`src/rtl/cond_pkg.sv`:
```
// Shared types and constants for the pipelined ARM condition-evaluation unit.
package cond_pkg;

  typedef enum logic [3:0] {
    EQ = 4'h0, NE = 4'h1, CS = 4'h2, CC = 4'h3,
    MI = 4'h4, PL = 4'h5, VS = 4'h6, VC = 4'h7,
    HI = 4'h8, LS = 4'h9, GE = 4'hA, LT = 4'hB,
    GT = 4'hC, LE = 4'hD, AL = 4'hE, NV = 4'hF
  } cond_e;

  localparam int FLAG_N = 4;
  localparam int FLAG_Z = 3;
  localparam int FLAG_C = 2;
  localparam int FLAG_V = 1;
  localparam int FLAG_Q = 0;

  localparam logic [3:0] COND_BUBBLE = 4'hE;

  typedef struct packed {
    logic       valid;
    logic [3:0] cond;
    logic [1:0] flagw;
    logic       pcs;
    logic       regw;
    logic       memw;
    logic       nowrite;
    logic       qset;
  } ectl_t;

  function automatic ectl_t ectl_bubble();
    ectl_t b;
    b         = '0;
    b.cond    = COND_BUBBLE;
    return b;
  endfunction

endpackage

```
`src/rtl/cond_eval.sv`:
```
// Combinational ARM condition-code check against {N,Z,C,V}.
module cond_eval
  import cond_pkg::*;
(
  input  logic [3:0] cond_i,
  input  logic [3:0] nzcv_i,
  input  logic       nv_exec_i,
  output logic       pass_o
);

  logic n, z, c, v;

  assign n = nzcv_i[3];
  assign z = nzcv_i[2];
  assign c = nzcv_i[1];
  assign v = nzcv_i[0];

  always_comb begin
    pass_o = 1'b0;
    case (cond_e'(cond_i))
      EQ: pass_o = z;
      NE: pass_o = ~z;
      CS: pass_o = c;
      CC: pass_o = ~c;
      MI: pass_o = n;
      PL: pass_o = ~n;
      VS: pass_o = v;
      VC: pass_o = ~v;
      HI: pass_o = c & ~z;
      LS: pass_o = ~c | z;
      GE: pass_o = (n == v);
      LT: pass_o = (n != v);
      GT: pass_o = ~z & (n == v);
      LE: pass_o = z | (n != v);
      AL: pass_o = 1'b1;
      NV: pass_o = nv_exec_i;
    endcase
  end

endmodule

```
`src/rtl/condlogic_pipe.sv`:
```
// Execute-stage conditional logic: E register, flag register with restore,
// condition-gated write enables and saturating executed/annulled counters.
module condlogic_pipe
  import cond_pkg::*;
#(
  parameter int CNT_W   = 16,
  parameter int HAS_Q   = 1,
  parameter int NV_EXEC = 0
) (
  input  logic             clk,
  input  logic             reset,
  input  logic [3:0]       CondD,
  input  logic [1:0]       FlagWD,
  input  logic             PCSD,
  input  logic             RegWD,
  input  logic             MemWD,
  input  logic             NoWriteD,
  input  logic             QSetD,
  input  logic             ValidD,
  input  logic             StallE,
  input  logic             FlushE,
  input  logic [3:0]       ALUFlagsE,
  input  logic             RestoreEn,
  input  logic [4:0]       RestoreFlags,
  input  logic             CntClr,
  output logic             PCSrcE,
  output logic             RegWriteE,
  output logic             MemWriteE,
  output logic             CondExE,
  output logic [4:0]       Flags,
  output logic             CarryE,
  output logic [CNT_W-1:0] ExecCnt,
  output logic [CNT_W-1:0] AnnulCnt
);

  function automatic logic [CNT_W-1:0] sat_inc(input logic [CNT_W-1:0] x);
    return (&x) ? x : x + 1'b1;
  endfunction

  ectl_t            e_q, e_d, d_in;
  logic [4:0]       flags_q, flags_d;
  logic [CNT_W-1:0] exec_q, exec_d, annul_q, annul_d;
  logic             pass, commit;

  always_comb begin
    d_in         = '0;
    d_in.valid   = ValidD;
    d_in.cond    = CondD;
    d_in.flagw   = FlagWD;
    d_in.pcs     = PCSD;
    d_in.regw    = RegWD;
    d_in.memw    = MemWD;
    d_in.nowrite = NoWriteD;
    d_in.qset    = (HAS_Q != 0) ? QSetD : 1'b0;
  end

  // Decode -> Execute boundary
  always_comb begin
    e_d = e_q;
    if (FlushE)       e_d = ectl_bubble();
    else if (!StallE) e_d = d_in;
  end

  always_ff @(posedge clk) begin
    if (reset) e_q <= ectl_bubble();
    else       e_q <= e_d;
  end

  cond_eval u_cond_eval (
    .cond_i    (e_q.cond),
    .nzcv_i    (flags_q[FLAG_N:FLAG_V]),
    .nv_exec_i (NV_EXEC != 0),
    .pass_o    (pass)
  );

  assign CondExE   = e_q.valid & pass;
  assign PCSrcE    = e_q.pcs & CondExE;
  assign MemWriteE = e_q.memw & CondExE;
  assign RegWriteE = e_q.regw & CondExE & ~e_q.nowrite;
  // A stalled instruction re-evaluates next cycle, so it must not disturb its own flags.
  assign commit    = CondExE & ~StallE;

  always_comb begin
    flags_d = flags_q;
    if (RestoreEn) begin
      flags_d = RestoreFlags;
      if (HAS_Q == 0) flags_d[FLAG_Q] = 1'b0;
    end else if (commit) begin
      if (e_q.flagw[1]) begin
        flags_d[FLAG_N] = ALUFlagsE[3];
        flags_d[FLAG_Z] = ALUFlagsE[2];
      end
      if (e_q.flagw[0]) begin
        flags_d[FLAG_C] = ALUFlagsE[1];
        flags_d[FLAG_V] = ALUFlagsE[0];
      end
      if (e_q.qset) flags_d[FLAG_Q] = 1'b1;
    end
  end

  // Execute -> architectural state boundary
  always_comb begin
    exec_d  = exec_q;
    annul_d = annul_q;
    if (CntClr) begin
      exec_d  = '0;
      annul_d = '0;
    end else if (e_q.valid && !StallE) begin
      if (pass) exec_d  = sat_inc(exec_q);
      else      annul_d = sat_inc(annul_q);
    end
  end

  always_ff @(posedge clk) begin
    if (reset) begin
      flags_q <= '0;
      exec_q  <= '0;
      annul_q <= '0;
    end else begin
      flags_q <= flags_d;
      exec_q  <= exec_d;
      annul_q <= annul_d;
    end
  end

  assign Flags    = flags_q;
  assign CarryE   = flags_q[FLAG_C];
  assign ExecCnt  = exec_q;
  assign AnnulCnt = annul_q;

endmodule

```
`config.mk`:
```
export PLATFORM = sky130hd
export DESIGN_NAME = condlogic_pipe
export DESIGN_NICKNAME = d
export VERILOG_FILES = /design/src/rtl/cond_pkg.sv /design/src/rtl/cond_eval.sv /design/src/rtl/condlogic_pipe.sv
export SDC_FILE = /design/constraint.sdc
export NUM_CORES = 1
export LEC_CHECK = 0
export CAP_MARGIN = 40
export CORE_MARGIN = 8
export CORE_UTILIZATION = 35
export DETAILED_ROUTE_END_ITERATION = 12
export SLEW_MARGIN = 10
export SYNTH_ARGS = -nofsm -noshare
export SYNTH_HDL_FRONTEND = slang
export SYNTH_SLANG_ARGS = --single-unit
```
`constraint.sdc`:
```
create_clock -name clk -period 2.6 [get_ports clk]
set_input_delay 0.65 -clock clk [delete_from_list [all_inputs] [get_ports clk]]
set_output_delay 0.65 -clock clk [all_outputs]
set_load 0.03 [all_outputs]
```
# After elaboration in Yosys (flattened, before gate mapping)
# Index checks and enable logic that the tools add are counted.
totals:
  register_bits: 49
  latch_bits: 0
  mem_bits_rw: 0
  mem_bits_ro: 0
  in_bits: 27
  output_inout_bits: 42
  wordCells: 73
  memories: 0
op_classes:
  addsub: 2
  multipliers: 0
  n_div: 0
  n_lt_le_gt_ge: 0
  eq_ne: 17
  shift: 0
  mux: 6
  n_bitwise: 19
  reduce_logical: 16
ops:
  columns: ["cell", "count"]
  rows:
  - ["$add 16x1->16 const B", 2]
  - ["$eq 4x4->1 const B", 8]
  - ["$reduce_and 16->1", 2]
  - ["$eq 4x3->1 const B", 4]
  - ["$pmux 1 s16", 1]
  - ["$mux 5", 2]
  - ["$not 1->1", 9]
  - ["$and 1x1->1", 8]
  - ["$eq 4x2->1 const B", 2]
  - ["$reduce_bool 2->1", 4]
  - ["$reduce_and 2->1", 3]
  - ["$reduce_and 3->1", 2]
  - ["$eq 4x1->1 const B", 1]
  - ["$logic_not 4->1", 1]
  - ["$mux 2", 2]
  - ["$reduce_or 2->1", 2]
  - ["$or 1x1->1", 2]
  - ["$eq 1x1->1", 1]
  - ["$logic_and 1x1->1", 1]
  - ["$logic_not 1->1", 1]
  - ["$mux 1", 1]
  - ["$ne 1x1->1", 1]

# Longest topological paths before layout
logic_depth:
  depth_word: 7
  depth_mapped: 9

# By module
# Synthesis repeated with hierarchy kept, for this count alone.
hier_totals:
  hier_cells: 288
  area_unflattened_um2: 2511.2
modules_own_cells:
  columns: ["mod", "instances", "cells_each", "area_each_um2"]
  rows:
  - ["condlogic_pipe", 1, 261, 2301.0]
  - ["cond_eval", 1, 27, 210.2]

# Least setup slack after synthesis
# OpenSTA, ideal clock, no wires.
synth_path:
  path_kind: "flip-flop to output port"
  startpoint: "reg flags_q[4], in the netlist Flags[4]"
  endpoint: "out RegWriteE"
  arrival_time_ps: 2321
  required_ps: 1950
  setup_slack_ps: -371
  stages_incl_launch_ff: 8
  path_buffers: 1
  cell_sequence: "dfxtp_1 xnor2_1 nor3_1 o31a_1 buf_6 xnor2_1 and2_1 and3b_1"
synth_via:
  elab_chain_len: 6
synth_lines:
  columns: ["item", "line_no", "text"]
  rows:
  - ["start: declaration", "condlogic_pipe.sv:41", "logic [4:0] flags_q, flags_d;"]
  - ["start signal: assignment", "condlogic_pipe.sv:120", "flags_q <= flags_d;"]
  - ["$ne 1x1->1 or $eq 1x1->1 (tied branches)", null, null]
  - ["$or 1x1->1 or $and 1x1->1 (tied branches)", "cond_eval.sv:34, cond_eval.sv:33", null]
  - ["$pmux 1 s16 (*)", "cond_eval.sv:20", "case (cond_e'(cond_i))"]
  - ["$and 1x1->1 (*)", "condlogic_pipe.sv:76", "assign CondExE = e_q.valid & pass;"]
  - ["net CondExE", "condlogic_pipe.sv:29", "output logic CondExE,"]
  - ["$and 1x1->1 (*) (2 in a row)", "condlogic_pipe.sv:79", "assign RegWriteE = e_q.regw & CondExE & ~e_q.nowrite;"]
  - ["end: declaration", "condlogic_pipe.sv:27", "output logic RegWriteE,"]
# The timed path passes the listed nets; every way through them passes the cells marked *.

# Final worst setup path
layout_path:
  startpoint: "reg e_q[9] in the netlist's numbering"
  endpoint: "out RegWriteE"
layout_via:
  elab_chain_len: 5
layout_lines:
  columns: ["item", "line_no", "text"]
  rows:
  - ["start: declaration", "condlogic_pipe.sv:40", "ectl_t e_q, e_d, d_in;"]
  - ["start signal: assignment", "condlogic_pipe.sv:65", "if (reset) e_q <= ectl_bubble();"]
  - ["$eq 4x4->1 (tied with other cells)", "cond_eval.sv:20", null]
  - ["$pmux 1 s16 (*)", "cond_eval.sv:20", null]
  - ["$and 1x1->1 (*)", "condlogic_pipe.sv:76", null]
  - ["$and 1x1->1 (*) (2 in a row)", "condlogic_pipe.sv:79", null]
# Every way passes the cells marked *; elsewhere a longest branch is shown, timed or not.

==> reports/metrics.cfg <==
[logic_synthesis]
synth_simple_gate_area_share_pct=29.6
synth-edff-count=0
synthAdderAreaFrac_pct=0.970
synth_nets=337
synth_top_family_by_area=simple AND/OR/NAND/NOR gates
synth_compound_area_share_pct=16.5
netlist_area_um2=2580
postSynthCellCount=308
synth_top_area_share_pct=38.0
synth.avg_cell_area_um2=8.37
synthMuxAreaShare_pct=10.2
yosys.area.top_type=dfxtp_1
ys_seq_area_share_pct=38.0
ys_seq_elements=49
synth-main-ff-cell=dfxtp_1
yosys_warnings=0
synthArstFlopShare_pct=0
ys_types=39
ys_top_cells_by_area=dfxtp_1 38%, mux2i_1 8.9%, a21oi_1 4.7%
synthXorXnorAreaFrac_pct=1.70

[final_layout]
insertedDiodeCount=0
utilization_pct=50.3
drive_gt1_share_pct=12.4
final_common_cell=clkdlybuf4s50_1
mostFrequentLayoutCells=64 x clkdlybuf4s50_1, 45 x dfxtp_1, 27 x nand2_1, 24 x a21oi_1
nets=415
synthToLayoutAreaGrowth_pct=39.9

[worst_setup_path]
rr_worst_depth=9
critPathMaxFanout=3
critPathCapture=RegWriteE
startpoint=e_q[9]
path_class=reg -> out
crit_path_start_kind=flip-flop
required_ns=1.95
crit_chain=mux4_2 -> nand2b_1 -> o31a_1 -> xnor2_2 -> and2_4 -> and3b_2 -> buf_6
cp-end-kind=output port
r2r-start=e_q[9]
reg2reg_to=ExecCnt[9]
crit_slowest_cell=mux4_2
ff2ff_setup_slack_ns=0.15
cp_data_arrival_time_ns=2.09
critPathMaxStageDelay_ns=0.49

[placed_design]
dpl_worst_slack_ns=0.0175
hpwl_um=5400
numPortBuffers=68
place.gp.congestion=0.776

[floorplan]
num_rows=31
initial_core_util_pct=35.9
die_y_um=102
chipWidth_um=102
coreArea_um2=7180
dieArea_um2=10400
io_pins=69

[clock_network]
ctsLongestPathBuffers=2
tritoncts=built
clk_latency_ns=0.30
root_buffer=clkbuf_8
cts_buffers=5
cts_sinks=49
clk_pin_slew_worst_paths_ns=0.10
htree_levels=2

[global_route]
gr-max-usage-layer=met2
grt_usage_pct=13.9
grt_pass1_vias=2489
grt_max_degree=26
antenna_found_initial=0
gr-usage-met2_pct=23.2
grt_overflow=0
met1_usage_pct=17.3
met3_usage_pct=3.88
grt_pass1_wl_um=11700

[detailed_routing]
num_vias=2560
wl_per_cell_um=14.9
drc_errors=0
postRouteAntennaNets=0
dr.pass1.iters=4
wl_um=7220
drt_iter0_drc=75
via_per_inst=5.27

[pwr]
vdd_drop_max_mv=0.244
p_leak_nw=1.18
power_density_nw_per_um2=426

[timing]
maxSlewHeadroom_pct=60.6
fin_skew_ns=0.00910
fin_ws_ns=-0.137
worst_pin_slew_ns=0.574
finalHoldViolations=0
setup_violations=4
fmax_mhz=365
min_period_ns=2.74
rsz0062_at_grt=yes
period_share_pct=105
drv_slew=0

[status]
violations=setup timing
status=complete, but fails checks

[run]
cap_violations=0

[min_path]
hold_path.class=reg -> reg

-- sequential cells by signal (all words and copies together) (netlist names) --
name / count
Flags: 5
AnnulCnt: 16
ExecCnt: 16
e_q: 12
-- Yosys cell counts, types with 5 or more instances --
| master | n |
|---|---|
| nand2_1 | 27 |
| o31ai_1 | 11 |
| o21ai_0 | 21 |
| nor2_1 | 23 |
| and3_1 | 5 |
| mux2i_1 | 23 |
| nand4_1 | 11 |
| clkbuf_1 | 8 |
| o41ai_1 | 5 |
| or4_1 | 13 |
| nand2b_1 | 8 |
| nand3_1 | 15 |
| or3_1 | 17 |
| or2_2 | 5 |
| a21oi_1 | 24 |
| dfxtp_1 | 49 |
-- timing repair --
item | CTS | global route
pin swaps | 1 | 3
buffers inserted | 2 | 2
hold buffers | 0 | 0
resized for setup | 5 | 3
endpoints found under the hold margin | 0 | 0
endpoints found under the setup margin | 4 | 4
-- logic make-up (layout without fill, tap and decap cells) --
| family | count (synthesis) | after routing |
|---|---|---|
| AO/OA/AOI/OAI | 70 | 70 |
| buffers and inverters | 16 | 95 |
| multiplexers | 25 | 25 |
| AND/OR/NAND/NOR | 141 | 141 |
| XOR/XNOR | 5 | 5 |
| adder cells (fa/ha/maj) | 2 | 2 |
| flip-flops | 49 | 49 |
-- area by class of cell --
type | instances | area (µm²)
timing repair buffer | 87 | 828
clock buffer | 6 | 82.6
multi-input combinational | 243 | 1550
fill | 709 | 3570
tap | 99 | 124
sequential | 49 | 986
clock inverter | 2 | 37.5
-- through the flow --
stage                     area (µm²)  hold slack [ns]  total power [mW]  std cells  TNS (ns)
after global placement          3430            0.472             0.959        474         0
after global routing            3610            0.524              1.60        486    -0.757
after CTS                       3580            0.504              1.55        484    -0.369
after detailed placement        3430            0.482             0.961        474         0
final                           3610            0.503              1.54        486    -0.408
after floorplan                 2590            0.451             0.878        308         0
-- report_power, final --
part / leakage (nW) / internal, mW / switching [mW]
clock network: 0.0574 / 0.313 / 0.271
logic: 0.730 / 0.0961 / 0.0807
registers: 0.397 / 0.762 / 0.0121
total: 1.18 / 1.17 / 0.364
-- layer usage --
metal,routed length [µm],up-vias
li1,-,1317
met1,3340,1191
met2,3460,50
met3,374,2
met4,43,0
met5,0,-
-- critical path, delay by kind of cell (launching register included) --
family                    cells  cell delay, ns
muxes                         1            0.49
and+or+nand+nor               3            0.46
DFF                           1            0.36
AOI/OAI and AO/OA             1            0.20
xor gates and xnor gates      1            0.16
buffers and inverters         1            0.13
-- how the worst min path moves through the flow --
| stage | from | to | depth (start not counted) |
|---|---|---|---|
| after floorplan | e_q[10] | e_q[10] | 2 |
| after global placement | e_q[4] | e_q[4] | 2 |
| after detailed placement | e_q[10] | e_q[10] | 2 |
| after CTS | ExecCnt[5] | ExecCnt[5] | 2 |
| after global routing | ExecCnt[5] | ExecCnt[5] | 2 |
| final | ExecCnt[5] | ExecCnt[5] | 2 |
No activity file was read; power rests on OpenSTA's default activity.
